**src/rtl/instr_fetch_unit.sv**
```systemverilog
// Fetch stage: owns the PC, issues credit-limited word requests to a variable-latency
// instruction memory, buffers responses in order and squashes in-flight work on redirect.
module instr_fetch_unit #(
    parameter logic [31:0] RESET_PC = 32'h0000_0000,
    parameter int unsigned DEPTH    = 2
) (
    input  logic        clk_i,
    input  logic        rst_i,
    input  logic        Redirect_i,
    input  logic [31:0] RedirectPC_i,
    output logic        ImemReqValid_o,
    input  logic        ImemReqReady_i,
    output logic [31:0] ImemAddr_o,
    input  logic        ImemRespValid_i,
    input  logic [31:0] ImemRespData_i,
    output logic        InstrValid_o,
    input  logic        InstrReady_i,
    output logic [31:0] Instr_o,
    output logic [31:0] InstrPC_o,
    output logic [31:0] InstrPCPlus4_o
);

    localparam int unsigned IW = (DEPTH > 1) ? $clog2(DEPTH) : 1;
    localparam int unsigned CW = $clog2(DEPTH + 1);
    localparam logic [IW-1:0] LAST_IDX = IW'(DEPTH - 1);

    typedef enum logic {RUN = 1'b0, DRAIN = 1'b1} state_e;

    state_e        state_q, state_d;
    logic [31:0]   fpc_q, fpc_d;
    logic [CW-1:0] out_q, out_d;
    logic [CW-1:0] drop_q, drop_d;
    logic [CW-1:0] count_q, count_d;
    logic [IW-1:0] qrd_q, qrd_d, qwr_q, qwr_d;
    logic [IW-1:0] trd_q, trd_d, twr_q, twr_d;
    logic [31:0]   q_instr_q [DEPTH];
    logic [31:0]   q_instr_d [DEPTH];
    logic [31:0]   q_pc_q    [DEPTH];
    logic [31:0]   q_pc_d    [DEPTH];
    logic [31:0]   tag_pc_q  [DEPTH];
    logic [31:0]   tag_pc_d  [DEPTH];

    logic [CW:0]   inflight;
    logic          req_valid, accept, resp, keep, pop, head_valid;
    logic [31:0]   redirect_target;

    function automatic logic [IW-1:0] ptr_inc(input logic [IW-1:0] p);
        return (p == LAST_IDX) ? '0 : p + IW'(1);
    endfunction

    assign inflight        = {1'b0, count_q} + {1'b0, out_q};
    assign req_valid       = !rst_i && (state_q == RUN) && (32'(inflight) < DEPTH);
    assign accept          = req_valid && ImemReqReady_i;
    assign resp            = ImemRespValid_i;
    assign keep            = resp && (drop_q == '0);
    assign head_valid      = (count_q != '0);
    assign pop             = head_valid && InstrReady_i;
    assign redirect_target = RedirectPC_i & ~32'd3;

    always_comb begin
        state_d   = state_q;
        fpc_d     = fpc_q;
        drop_d    = drop_q;
        count_d   = count_q;
        qrd_d     = qrd_q;
        qwr_d     = qwr_q;
        trd_d     = trd_q;
        twr_d     = twr_q;
        q_instr_d = q_instr_q;
        q_pc_d    = q_pc_q;
        tag_pc_d  = tag_pc_q;

        // The tag FIFO tracks every outstanding request, including ones later squashed,
        // so discarded responses still retire their own tag.
        if (accept) begin
            tag_pc_d[twr_q] = fpc_q;
            twr_d           = ptr_inc(twr_q);
            fpc_d           = fpc_q + 32'd4;
        end
        if (resp) begin
            trd_d = ptr_inc(trd_q);
        end
        out_d = out_q + CW'(accept) - CW'(resp);

        if (Redirect_i) begin
            fpc_d   = redirect_target;
            count_d = '0;
            qrd_d   = '0;
            qwr_d   = '0;
            if (state_q == RUN) begin
                drop_d  = out_d;
                state_d = (out_d != '0) ? DRAIN : RUN;
            end else begin
                drop_d  = drop_q - CW'(resp);
                state_d = (drop_d == '0) ? RUN : DRAIN;
            end
        end else begin
            if (keep) begin
                q_instr_d[qwr_q] = ImemRespData_i;
                q_pc_d[qwr_q]    = tag_pc_q[trd_q];
                qwr_d            = ptr_inc(qwr_q);
            end
            if (pop) begin
                qrd_d = ptr_inc(qrd_q);
            end
            count_d = count_q + CW'(keep) - CW'(pop);
            if (resp && (drop_q != '0)) begin
                drop_d = drop_q - CW'(1);
            end
            if ((state_q == DRAIN) && (drop_d == '0)) begin
                state_d = RUN;
            end
        end
    end

    always_ff @(posedge clk_i or posedge rst_i) begin
        if (rst_i) begin
            state_q <= RUN;
            fpc_q   <= RESET_PC;
            out_q   <= '0;
            drop_q  <= '0;
            count_q <= '0;
            qrd_q   <= '0;
            qwr_q   <= '0;
            trd_q   <= '0;
            twr_q   <= '0;
        end else begin
            state_q <= state_d;
            fpc_q   <= fpc_d;
            out_q   <= out_d;
            drop_q  <= drop_d;
            count_q <= count_d;
            qrd_q   <= qrd_d;
            qwr_q   <= qwr_d;
            trd_q   <= trd_d;
            twr_q   <= twr_d;
        end
    end

    // Storage needs no reset: entries are only observed behind a valid count.
    always_ff @(posedge clk_i) begin
        q_instr_q <= q_instr_d;
        q_pc_q    <= q_pc_d;
        tag_pc_q  <= tag_pc_d;
    end

    assign ImemReqValid_o = req_valid;
    assign ImemAddr_o     = rst_i ? 32'd0 : fpc_q;
    assign InstrValid_o   = head_valid;
    assign Instr_o        = head_valid ? q_instr_q[qrd_q] : 32'd0;
    assign InstrPC_o      = head_valid ? q_pc_q[qrd_q] : 32'd0;
    assign InstrPCPlus4_o = head_valid ? (q_pc_q[qrd_q] + 32'd4) : 32'd0;

endmodule

```
**config.mk**
```make
export PLATFORM = sky130hd
export DESIGN_NAME = instr_fetch_unit
export DESIGN_NICKNAME = d
export VERILOG_FILES = /design/src/rtl/instr_fetch_unit.sv
export SDC_FILE = /design/constraint.sdc
export NUM_CORES = 1
export LEC_CHECK = 0
export ABC_AREA = 1
export CORE_MARGIN = 5
export CORE_UTILIZATION = 40
export CTS_CLUSTER_DIAMETER = 100
export DETAILED_ROUTE_END_ITERATION = 6
export DONT_BUFFER_PORTS = 1
export GPL_TIMING_DRIVEN = 0
export SLEW_MARGIN = 10
export SYNTH_ARGS = -nofsm -noshare
export SYNTH_HDL_FRONTEND = slang
export SYNTH_SLANG_ARGS = --single-unit
```
**constraint.sdc**
```tcl
create_clock -name clk_i -period 6.62 [get_ports clk_i]
set_input_delay 0.993 -clock clk_i [delete_from_list [all_inputs] [get_ports clk_i]]
set_output_delay 0.993 -clock clk_i [all_outputs]
set_load 0.1 [all_outputs]
```
==> metrics <==
status=finished clean; Setup-failing EPs final=0; Die H=176 um; area share of the largest cell type after synthesis=50.3%; P&R area growth vs syn=20.9%; first-pass GRT wire length=43300 um; port bufs=0; Post-CTS Resized=0; asr flop ratio synth=18.2%; CP Launch Type=flip-flop; hold slack=0.282 ns; Clock Path Buffers=3; Inserted Clock Buffers=25; Worst Skew=0.0170 ns; sequential-to-total area share from yosys stat=59.7%; Reg clk slew, reported paths=0.06 ns; Final Non-Filler Cells=1552; Fmax achieved=206 MHz; Synth Warn #=0; die width=176 um; drt initial violations=441; Fin. Hold Viols=0; CTS tree=yes; Yosys top cell by area=edfxtp_1; RSZ-0062 raised after global routing=no; initial antenna violation count=0; Mapped Avg Cell Area=9.80 sq um; CP Capture Type=output pin; TritonRoute pass-1 iters=5; Detailed Route WL=27900 um; EDFF count, synth=184; Util after Layout=49.1%; Post-synth top cells=nand2_1 (300), edfxtp_1 (184), nor2_1 (130); synthesized area=11000 sq um; Setup Buffers After CTS=0; Slew HR=17.1%; Die Area=30900 sq um; Primary FF master, synth=edfxtp_1; pin count of the biggest net entering global routing=35; most frequent cell after synthesis=nand2_1; Final Critical Period=4.86 ns; CP Class=flip-flop to output pin; largest cells by area after synthesis=edfxtp_1 (50%), nand2_1 (10%), dfrtp_1 (9.3%); Via-to-Cell Ratio=5.05; Reg area=6550 sq um; post-route ant nets=0; CTS root buffer=clkbuf_16; number of max-cap violations=0; vias in the first global route=7983; via count=7841; num ports=200; DP Worst Slack=2.29 ns; HP Class=primary input to asynchronous set/reset pin; Clock Sinks=225; RD Place Congestion=0.884; DP Wirelength=21100 um; cell row count=60; #FFs+latches synth=225; # fillers=2458; gr usage total=17.6%; Syn Inst Count=1120; Inst Count DP=1507; WP data required=5.63 ns; GRT overflow=0; Synth cell types=41; Post-route DRC=0; post-route setup slack=1.76 ns; H-Tree Depth=1; multi-input logic area=4040 sq um; Final nets=1272; worst-path fanout max=10; hold-fix buffers at CTS=0; initial core utilization=40.6%; clk_lat worst skew=0.51 ns; drt wl/cell=18.0 um; Least-Margin Pin Slew=1.24 ns; Antenna Cells=0; Core Region=27000 sq um; layout cells sized above 1=23.0%; Worst Path Arrival=3.87 ns; period utilisation layout=73.4%; Max Slew Vio Count=0
==> per-stage QoR <==
stage | area [sq um] | TNS [ns]
floorplan | 11000 | 0
global placement | 11400 | -25.29
detailed placement | 12400 | 0
CTS | 13300 | 0
global route | 13300 | 0
finish | 13300 | 0
==> registers in the layout, indices dropped and copies added, names as in the netlist <==
name / count
out_q: 2
trd_q: 1
qwr_q: 1
twr_q: 1
q_instr_q: 64
tag_pc_q: 60
drop_q: 2
count_q: 2
q_pc_q: 60
state_q: 1
qrd_q: 1
fpc_q: 30
==> final cells by class <==
type	count	share of cell area, %
Tap cell	341	3.21
Timing Repair Buffer	41	4.72
Multi-Input combinational cell	731	30.5
Sequential cell	225	49.4
Clock inverter	15	1.56
Clock buffer	30	4.93
Buffer	47	2.27
Inverter	122	3.49
==> kinds of logic (layout without fill, tap and decap cells) <==
| group | count (synthesis) | in the layout | synth area share (%) |
|---|---|---|---|
| AO/OA/AOI/OAI | 104 | 104 | 5.23 |
| AND/OR/NAND/NOR | 552 | 552 | 21.5 |
| multiplexers | 30 | 30 | 3.08 |
| XOR/XNOR | 30 | 30 | 2.39 |
| flip-flops | 225 | 225 | 59.7 |
| buffers and inverters | 169 | 255 | 6.96 |
| adder cells (fa/ha/maj) | 9 | 9 | 1.09 |
| other | 1 | 6 | 0.0342 |
==> metal layers <==
metal,share of wire [%],track usage (%)
met1,45,24.1
met2,46,28.9
met3,5.8,3.25
met4,2.7,5.07
met5,0,0
==> placed cells by master (no fill, tap or decap), types with 10 or more instances in the layout <==
cell,Yosys,routed
nor2_1,130,62
nand4_1,11,11
xor2_1,26,26
nand3_1,47,47
mux2_2,30,30
a21oi_2,0,40
buf_1,8,27
nand2_2,30,30
clkbuf_1,17,21
edfxtp_1,184,184
clkbuf_16,0,25
buf_16,0,16
nand2_1,300,300
dfrtp_1,41,41
o21ai_0,25,25
nor3_1,11,10
inv_1,120,119
nor2_4,6,10
nor2_2,6,70
==> worst paths after layout <==
check,slack [ns],end,cells after the start,from
hold / removal,0.28,fpc_q[31],1,rst_i
setup reg to reg,3.50,drop_q[1],14,count_q[0]
min in group clk_i,0.50,tag_pc_q[58],0,fpc_q[26]
hold reg to reg,0.50,tag_pc_q[58],0,fpc_q[26]
max in group asynchronous,5.87,fpc_q[4],2,rst_i
setup / recovery,1.76,InstrPCPlus4_o[8],7,count_q[1]
==> worst max-delay path: stages, from the launching register on <==
cell and delay, ns:
dfrtp_1 0.41, nor2_1 0.16, buf_2 0.25, buf_1 0.37, a21oi_2 1.02, buf_1 0.17, a21oi_1 0.08, a21oi_2 0.88
Power is left out: the tool's default activity adds up to more than one toggle a clock period on the data nets, which glitch-free logic cannot reach.
